File: src/rtl/fp_align_shift_pipe_pkg.sv
// Shared constants, helper function and request type for the FP alignment shifter.
package fp_align_shift_pipe_pkg;

  localparam int DEF_IN_W    = 50;
  localparam int DEF_SHIFT_W = 8;
  localparam int DEF_OUT_W   = 23;
  localparam int DEF_MSB_SEL = 48;
  localparam int DEF_TAG_W   = 8;

  // Number of bits needed to index v positions (ceil(log2(v))).
  function automatic int clog2_w(input int v);
    int r;
    r = 0;
    for (int i = 0; i < 31; i++) begin
      if ((32'sd1 << i) < v) begin
        r = i + 1;
      end
    end
    return r;
  endfunction

  localparam int LEVELS = clog2_w(DEF_IN_W);

  typedef struct packed {
    logic [DEF_IN_W-1:0]    data;
    logic [DEF_SHIFT_W-1:0] shamt;
    logic [DEF_TAG_W-1:0]   tag;
  } align_req_t;

endpackage

File: src/rtl/fp_align_shift_pipe_if.sv
// Handshake bus of the alignment shifter: request side and result side.
interface fp_align_shift_pipe_if
#(
  parameter int IN_W    = fp_align_shift_pipe_pkg::DEF_IN_W,
  parameter int SHIFT_W = fp_align_shift_pipe_pkg::DEF_SHIFT_W,
  parameter int OUT_W   = fp_align_shift_pipe_pkg::DEF_OUT_W,
  parameter int TAG_W   = fp_align_shift_pipe_pkg::DEF_TAG_W
);
  logic               in_valid;
  logic               in_ready;
  logic [IN_W-1:0]    in_data;
  logic [SHIFT_W-1:0] in_shamt;
  logic [TAG_W-1:0]   in_tag;
  logic               out_valid;
  logic               out_ready;
  logic [OUT_W-1:0]   out_mant;
  logic               out_guard;
  logic               out_round;
  logic               out_sticky;
  logic [TAG_W-1:0]   out_tag;

  // Producer/consumer of the unit.
  modport master (
    output in_valid, in_data, in_shamt, in_tag, out_ready,
    input  in_ready, out_valid, out_mant, out_guard, out_round, out_sticky, out_tag
  );

  // The shifter itself.
  modport slave (
    input  in_valid, in_data, in_shamt, in_tag, out_ready,
    output in_ready, out_valid, out_mant, out_guard, out_round, out_sticky, out_tag
  );
endinterface

File: src/rtl/fp_shift_level.sv
// One log-shifter level: conditional right shift by 2^K with sticky merge,
// or (SAT) the clear-all level for an amount equal to the width.
module fp_shift_level
  import fp_align_shift_pipe_pkg::*;
#(
  parameter int W     = 50,
  parameter int K     = 0,
  parameter int SA_W  = 7,
  parameter int TAG_W = 8,
  parameter int SAT   = 0,
  parameter int REG   = 1
) (
  input  logic             clk,
  input  logic             rst_n,
  input  logic             en,
  input  logic             in_valid,
  input  logic [W-1:0]     in_data,
  input  logic [SA_W-1:0]  in_shamt,
  input  logic             in_sticky,
  input  logic [TAG_W-1:0] in_tag,
  output logic             out_valid,
  output logic [W-1:0]     out_data,
  output logic [SA_W-1:0]  out_shamt,
  output logic             out_sticky,
  output logic [TAG_W-1:0] out_tag
);
  logic             valid_d;
  logic [W-1:0]     data_d;
  logic [SA_W-1:0]  shamt_d;
  logic             sticky_d;
  logic [TAG_W-1:0] tag_d;

  // Sideband fields ride along unchanged.
  always_comb begin
    valid_d = in_valid;
    shamt_d = in_shamt;
    tag_d   = in_tag;
  end

  if (SAT != 0) begin : g_sat
    // An amount equal to the width pushes every bit past bit 0.
    always_comb begin
      if (in_shamt == SA_W'(W)) begin
        data_d   = '0;
        sticky_d = in_sticky | (|in_data);
      end else begin
        data_d   = in_data;
        sticky_d = in_sticky;
      end
    end
  end else begin : g_shift
    localparam int SH = 1 << K;
    localparam logic [W-1:0] DROP_MASK = {W{1'b1}} >> (W - SH);

    // Shift by 2^K when this amount bit is set; fold dropped bits into sticky.
    always_comb begin
      if (in_shamt[K]) begin
        data_d   = in_data >> SH;
        sticky_d = in_sticky | (|(in_data & DROP_MASK));
      end else begin
        data_d   = in_data;
        sticky_d = in_sticky;
      end
    end
  end

  if (REG != 0) begin : g_reg
    logic             valid_q;
    logic [W-1:0]     data_q;
    logic [SA_W-1:0]  shamt_q;
    logic             sticky_q;
    logic [TAG_W-1:0] tag_q;

    // Stage register; holds whenever the pipe is stalled.
    always_ff @(posedge clk) begin
      if (!rst_n) begin
        valid_q  <= 1'b0;
        data_q   <= '0;
        shamt_q  <= '0;
        sticky_q <= 1'b0;
        tag_q    <= '0;
      end else if (en) begin
        valid_q  <= valid_d;
        data_q   <= data_d;
        shamt_q  <= shamt_d;
        sticky_q <= sticky_d;
        tag_q    <= tag_d;
      end
    end

    assign out_valid  = valid_q;
    assign out_data   = data_q;
    assign out_shamt  = shamt_q;
    assign out_sticky = sticky_q;
    assign out_tag    = tag_q;
  end else begin : g_comb
    logic unused_s;
    assign unused_s   = ^{clk, rst_n, en};
    assign out_valid  = valid_d;
    assign out_data   = data_d;
    assign out_shamt  = shamt_d;
    assign out_sticky = sticky_d;
    assign out_tag    = tag_d;
  end
endmodule

File: src/rtl/fp_align_shift_pipe.sv
// Pipelined right-shift/extract unit for FP mantissa alignment with G/R/S output.
// S0 input reg, one registered log-shifter level per stage, a folded saturate
// level, then the extract register. A single global stall freezes every stage.
module fp_align_shift_pipe
  import fp_align_shift_pipe_pkg::*;
#(
  parameter int IN_W    = DEF_IN_W,
  parameter int SHIFT_W = DEF_SHIFT_W,
  parameter int OUT_W   = DEF_OUT_W,
  parameter int MSB_SEL = DEF_MSB_SEL,
  parameter int TAG_W   = DEF_TAG_W
) (
  input logic                 clk,
  input logic                 rst_n,
  fp_align_shift_pipe_if.slave bus
);
  localparam int LV   = clog2_w(IN_W);
  localparam int SA_W = LV + 1;

  if (MSB_SEL >= IN_W) begin : g_bad_msb
    $error("MSB_SEL must be below IN_W");
  end
  if (MSB_SEL - OUT_W - 1 < 0) begin : g_bad_field
    $error("extract field plus guard/round must fit below MSB_SEL");
  end

  logic adv;

  logic             s0_valid_d, s0_valid_q;
  logic [IN_W-1:0]  s0_data_d,  s0_data_q;
  logic [SA_W-1:0]  s0_shamt_d, s0_shamt_q;
  logic [TAG_W-1:0] s0_tag_d,   s0_tag_q;

  logic             st_valid  [0:LV+1];
  logic [IN_W-1:0]  st_data   [0:LV+1];
  logic [SA_W-1:0]  st_shamt  [0:LV+1];
  logic             st_sticky [0:LV+1];
  logic [TAG_W-1:0] st_tag    [0:LV+1];

  logic             out_valid_d,  out_valid_q;
  logic [OUT_W-1:0] out_mant_d,   out_mant_q;
  logic             out_guard_d,  out_guard_q;
  logic             out_round_d,  out_round_q;
  logic             out_sticky_d, out_sticky_q;
  logic [TAG_W-1:0] out_tag_d,    out_tag_q;

  assign adv          = !out_valid_q || bus.out_ready;
  assign bus.in_ready = adv;

  // Capture the request and clamp the amount so everything >= IN_W saturates.
  always_comb begin
    s0_valid_d = bus.in_valid;
    s0_data_d  = bus.in_data;
    s0_tag_d   = bus.in_tag;
    if (int'(bus.in_shamt) >= IN_W) begin
      s0_shamt_d = SA_W'(IN_W);
    end else begin
      s0_shamt_d = SA_W'(bus.in_shamt);
    end
  end

  // S0 input register.
  always_ff @(posedge clk) begin
    if (!rst_n) begin
      s0_valid_q <= 1'b0;
      s0_data_q  <= '0;
      s0_shamt_q <= '0;
      s0_tag_q   <= '0;
    end else if (adv) begin
      s0_valid_q <= s0_valid_d;
      s0_data_q  <= s0_data_d;
      s0_shamt_q <= s0_shamt_d;
      s0_tag_q   <= s0_tag_d;
    end
  end

  assign st_valid[0]  = s0_valid_q;
  assign st_data[0]   = s0_data_q;
  assign st_shamt[0]  = s0_shamt_q;
  assign st_sticky[0] = 1'b0;
  assign st_tag[0]    = s0_tag_q;

  for (genvar k = 0; k <= LV; k++) begin : g_lvl
    fp_shift_level #(
      .W     (IN_W),
      .K     (k),
      .SA_W  (SA_W),
      .TAG_W (TAG_W),
      .SAT   ((k == LV) ? 1 : 0),
      .REG   ((k < LV) ? 1 : 0)
    ) u_lvl (
      .clk        (clk),
      .rst_n      (rst_n),
      .en         (adv),
      .in_valid   (st_valid[k]),
      .in_data    (st_data[k]),
      .in_shamt   (st_shamt[k]),
      .in_sticky  (st_sticky[k]),
      .in_tag     (st_tag[k]),
      .out_valid  (st_valid[k+1]),
      .out_data   (st_data[k+1]),
      .out_shamt  (st_shamt[k+1]),
      .out_sticky (st_sticky[k+1]),
      .out_tag    (st_tag[k+1])
    );
  end

  // Bits above the field and the spent amount are not needed after the last level.
  logic unused_s;
  assign unused_s = ^{st_shamt[LV+1], st_data[LV+1][IN_W-1:MSB_SEL+1]};

  // Extract mantissa/G/R, fold the below-field bits into sticky, zero empty slots.
  always_comb begin
    out_valid_d = st_valid[LV+1];
    if (st_valid[LV+1]) begin
      out_mant_d   = st_data[LV+1][MSB_SEL -: OUT_W];
      out_guard_d  = st_data[LV+1][MSB_SEL-OUT_W];
      out_round_d  = st_data[LV+1][MSB_SEL-OUT_W-1];
      out_sticky_d = st_sticky[LV+1] | (|st_data[LV+1][MSB_SEL-OUT_W-2:0]);
      out_tag_d    = st_tag[LV+1];
    end else begin
      out_mant_d   = '0;
      out_guard_d  = 1'b0;
      out_round_d  = 1'b0;
      out_sticky_d = 1'b0;
      out_tag_d    = '0;
    end
  end

  // Output register; holds the result while the consumer is not ready.
  always_ff @(posedge clk) begin
    if (!rst_n) begin
      out_valid_q  <= 1'b0;
      out_mant_q   <= '0;
      out_guard_q  <= 1'b0;
      out_round_q  <= 1'b0;
      out_sticky_q <= 1'b0;
      out_tag_q    <= '0;
    end else if (adv) begin
      out_valid_q  <= out_valid_d;
      out_mant_q   <= out_mant_d;
      out_guard_q  <= out_guard_d;
      out_round_q  <= out_round_d;
      out_sticky_q <= out_sticky_d;
      out_tag_q    <= out_tag_d;
    end
  end

  assign bus.out_valid  = out_valid_q;
  assign bus.out_mant   = out_mant_q;
  assign bus.out_guard  = out_guard_q;
  assign bus.out_round  = out_round_q;
  assign bus.out_sticky = out_sticky_q;
  assign bus.out_tag    = out_tag_q;
endmodule

File: src/flat_wrapper.sv
// flat-port wrapper written by rule: the top's interface ports become plain ports
module fp_align_shift_pipe_flat import fp_align_shift_pipe_pkg::*;
#(
  parameter int IN_W    = DEF_IN_W,
  parameter int SHIFT_W = DEF_SHIFT_W,
  parameter int OUT_W   = DEF_OUT_W,
  parameter int MSB_SEL = DEF_MSB_SEL,
  parameter int TAG_W   = DEF_TAG_W
)
  (clk, rst_n, bus_in_valid, bus_in_data, bus_in_shamt, bus_in_tag, bus_out_ready, bus_in_ready, bus_out_valid, bus_out_mant, bus_out_guard, bus_out_round, bus_out_sticky, bus_out_tag);
  fp_align_shift_pipe_if #(.IN_W(IN_W), .SHIFT_W(SHIFT_W), .OUT_W(OUT_W), .TAG_W(TAG_W)) bus_i ();
  input logic clk;
  input logic rst_n;
  input wire logic [$bits(bus_i.in_valid)-1:0] bus_in_valid;
  input wire logic [$bits(bus_i.in_data)-1:0] bus_in_data;
  input wire logic [$bits(bus_i.in_shamt)-1:0] bus_in_shamt;
  input wire logic [$bits(bus_i.in_tag)-1:0] bus_in_tag;
  input wire logic [$bits(bus_i.out_ready)-1:0] bus_out_ready;
  output wire logic [$bits(bus_i.in_ready)-1:0] bus_in_ready;
  output wire logic [$bits(bus_i.out_valid)-1:0] bus_out_valid;
  output wire logic [$bits(bus_i.out_mant)-1:0] bus_out_mant;
  output wire logic [$bits(bus_i.out_guard)-1:0] bus_out_guard;
  output wire logic [$bits(bus_i.out_round)-1:0] bus_out_round;
  output wire logic [$bits(bus_i.out_sticky)-1:0] bus_out_sticky;
  output wire logic [$bits(bus_i.out_tag)-1:0] bus_out_tag;
  assign bus_i.in_valid = bus_in_valid;
  assign bus_i.in_data = bus_in_data;
  assign bus_i.in_shamt = bus_in_shamt;
  assign bus_i.in_tag = bus_in_tag;
  assign bus_i.out_ready = bus_out_ready;
  assign bus_in_ready = bus_i.in_ready;
  assign bus_out_valid = bus_i.out_valid;
  assign bus_out_mant = bus_i.out_mant;
  assign bus_out_guard = bus_i.out_guard;
  assign bus_out_round = bus_i.out_round;
  assign bus_out_sticky = bus_i.out_sticky;
  assign bus_out_tag = bus_i.out_tag;
  fp_align_shift_pipe #(.IN_W(IN_W), .SHIFT_W(SHIFT_W), .OUT_W(OUT_W), .MSB_SEL(MSB_SEL), .TAG_W(TAG_W)) u_core (.clk(clk), .rst_n(rst_n), .bus(bus_i));
endmodule
File: config.mk
export PLATFORM = sky130hd
export DESIGN_NAME = fp_align_shift_pipe_flat
export DESIGN_NICKNAME = d
export VERILOG_FILES = /design/src/rtl/fp_align_shift_pipe_pkg.sv /design/src/rtl/fp_align_shift_pipe_if.sv /design/src/rtl/fp_shift_level.sv /design/src/rtl/fp_align_shift_pipe.sv /design/src/flat_wrapper.sv
export SDC_FILE = /design/constraint.sdc
export NUM_CORES = 1
export LEC_CHECK = 0
export ABC_AREA = 1
export CAP_MARGIN = 10
export CORE_UTILIZATION = 53
export CTS_CLUSTER_SIZE = 20
export DETAILED_ROUTE_END_ITERATION = 8
export PLACE_DENSITY = 0.83
export RECOVER_POWER = 50
export SYNTH_ARGS = -nofsm -noshare
export SYNTH_HDL_FRONTEND = slang
export SYNTH_HIERARCHICAL = 1
export SYNTH_SLANG_ARGS = --single-unit
export TNS_END_PERCENT = 30
File: constraint.sdc
create_clock -name clk -period 1.8 [get_ports clk]
set_clock_uncertainty 0.1 [all_clocks]
set_input_delay 0.18 -clock clk [delete_from_list [all_inputs] [get_ports clk]]
set_output_delay 0.18 -clock clk [all_outputs]
set_load 0.01 [all_outputs]
==> impl_metrics.ini <==
[outcome]
status = finished, violations left
failed_checks = design-rule violations

[global_route]
grt_max_degree = 109
grt_pass1_vias = 17900
grt_first_pass_wirelength_mm = 88.6
grtUsageTotal = 0.250
grt-ovfl-total = 0
antenna_found_initial = 1

[timing]
fin_setup_tns_ns = 0
slew_viol_final = 0
min_period_ns = 1.77
relSlewSlack = 0.457
hold_viol = 0
rsz0062_at_grt = yes
finalWorstSetupSlack_ns = 0.0283
finalSetupViolations = 0
worst_slew_pin_slew_ns = 0.813
min_period_over_period = 0.984
fmax_ghz = 0.564

[cells_and_area]
most-common-layout-cells = 870 x nand2_1, 500 x dfxtp_1, 483 x nand3_1
final_nets = 3316
n_fill_cell = 3599
stdcell_area_sq_um = 25200
antenna_cells = 0
drive_gt1_frac = 0.0755
final_common_cell = nand2_1
syn2layout_area_growth_pct = 13.4

[route]
via_per_inst = 5.24
wire_per_inst_microns = 13.9
drc = 4
drtIter0Drc = 1901
via_count = 20000
antenna_left = 0
drt-total-wl_mm = 52.9
dr.pass1.iters = 8

[clock_network]
numCtsBuffers = 51
cts.reportedPaths.clkPinSlew_ns = 0.06
cts_buffer_depth = 3
clock_sinks = 503
root_buffer = clkbuf_16
insertion_delay_ns = 0.59
cts_tree = yes
h-tree-depth = 2

[setup_path]
critPathMaxFanout = 26
cp.buffers_inverters = 1
regToRegStartpoint = u_core/g_lvl[5].u_lvl/out_shamt[1]$_SDFFE_PN0P_
cp-end-kind = register
crit_chain = nand4_2 -> nor4_4 -> buf_12 -> nor2_1 -> nor2_1 -> nand2_1 -> nor2_2 -> nand3_2 -> nand2_2 -> a21oi_1
cp.required_ns = 2.15
worst_ep_arrival_time_ns = 2.12
worstSetupStartpoint = u_core/g_lvl[5].u_lvl/out_shamt[1]$_SDFFE_PN0P_
crit_type = reg2reg
cp_top_family = simple AND/OR/NAND/NOR gates
cp-start-kind = register
cp_slowest_cell = dfxtp_1
cp_common_cell = nor2_1
max_stage_delay_ns = 0.34

[synth]
yosysWarnings = 6
syn-num-nets = 3275
syn-cell-area_sq_um = 22200
syn_inst = 3205
synth_area_per_cell_sq_um = 6.92

[floorplanning]
die_h_microns = 207
pin_count = 106
dieArea_sq_um = 42700
core_region_area_sq_um = 41100
std_cell_rows = 74
die_w_microns = 207
start_util = 0.540

[run]
maxCapViolations = 0

[hold_path]
hp-start = bus_in_shamt[0]
hp-class = in2reg

[power_and_ir_drop]
power_density_nw_per_um2 = 920
p_leak_nw = 11.9
ir_drop_mv = 0.699

[placement]
dpl.hpwl_mm = 35.0
io_buffers = 105
gp_congestion = 0.878
pre_cts_ws_ns = -0.187
dpl_cell_area_sq_um = 23600
## registers in the layout, summed over array words and instances, names as in the netlist
signal	cells
u_core/g_lvl.u_lvl/out_data	300
u_core/s0_data_q	50
u_core/g_lvl.u_lvl/out_tag	48
u_core/g_lvl.u_lvl/out_shamt	42
u_core/bus.out_mant	23
u_core/bus.out_tag	8
u_core/s0_tag_q	8
u_core/s0_shamt_q	7
u_core/g_lvl.u_lvl/out_sticky	6
u_core/g_lvl.u_lvl/out_valid	6
u_core/bus.out_guard	1
u_core/bus.out_round	1
u_core/bus.out_sticky	1
u_core/bus.out_valid	1
u_core/s0_valid_q	1
## cell type report
class / instances / area [sq um] / area share
sequential: 503 / 10100 / 0.400
multi-input combinational: 2139 / 9370 / 0.372
timing repair buffer: 210 / 2120 / 0.0841
clock buffer: 78 / 1550 / 0.0616
inverter: 339 / 1290 / 0.0511
tap: 532 / 666 / 0.0264
clock inverter: 14 / 97.6 / 0.00388
timing repair inverter: 2 / 20.0 / 0.000795
## metal layers
layer | track usage | part of all wire
met1 | 0.351 | 0.46
met2 | 0.392 | 0.45
met3 | 0.0331 | 0.060
met4 | 0.0911 | 0.029
met5 | 0 | 0
## tightest hold or removal path, cell delays in order
cell             delay [ns]
clkdlybuf4s50_1        0.40
nand2_1                0.06
a21oi_1                0.05
## through the flow
stage                     total power [mW]   util  hold WS, ns  instances
final                                 23.2  0.612       0.0609       3817
after detailed placement              13.0  0.574        0.324       3718
after global routing                  24.0  0.612       0.0812       3817
after floorplan                       12.6      -        0.220       3205
after CTS                             23.3  0.615       0.0402       3813
after global placement                13.0  0.574        0.322       3718
## power by group
part | total [mW] | switching (mW) | internal (mW)
Sequential | 11.7 | 0.250 | 11.4
Combinational | 1.11 | 0.638 | 0.473
Clock | 10.4 | 4.33 | 6.05
## worst paths after layout
kind	endpoint	slack [ns]	cells past startpoint
worst max register to register	u_core/bus.out_sticky$_SDFFE_PN0P_	0.03	10
worst min-delay path	u_core/s0_shamt_q[0]$_SDFFE_PN0P_	0.06	3
worst max-delay path	u_core/bus.out_sticky$_SDFFE_PN0P_	0.03	10
worst min register to register	u_core/s0_shamt_q[6]$_SDFFE_PN0P_	0.33	2
## timing repair
action / CTS / global route
hold buffers: 1 / 0
hold endpoints to repair: 10 / 0
buffers inserted: 1 / 3
pin swaps: 1 / 1
setup endpoints to repair: 2 / 137
gates resized for setup: 8 / 21
gates cloned: 1 / 1
No activity file was read; power rests on OpenSTA's default activity.
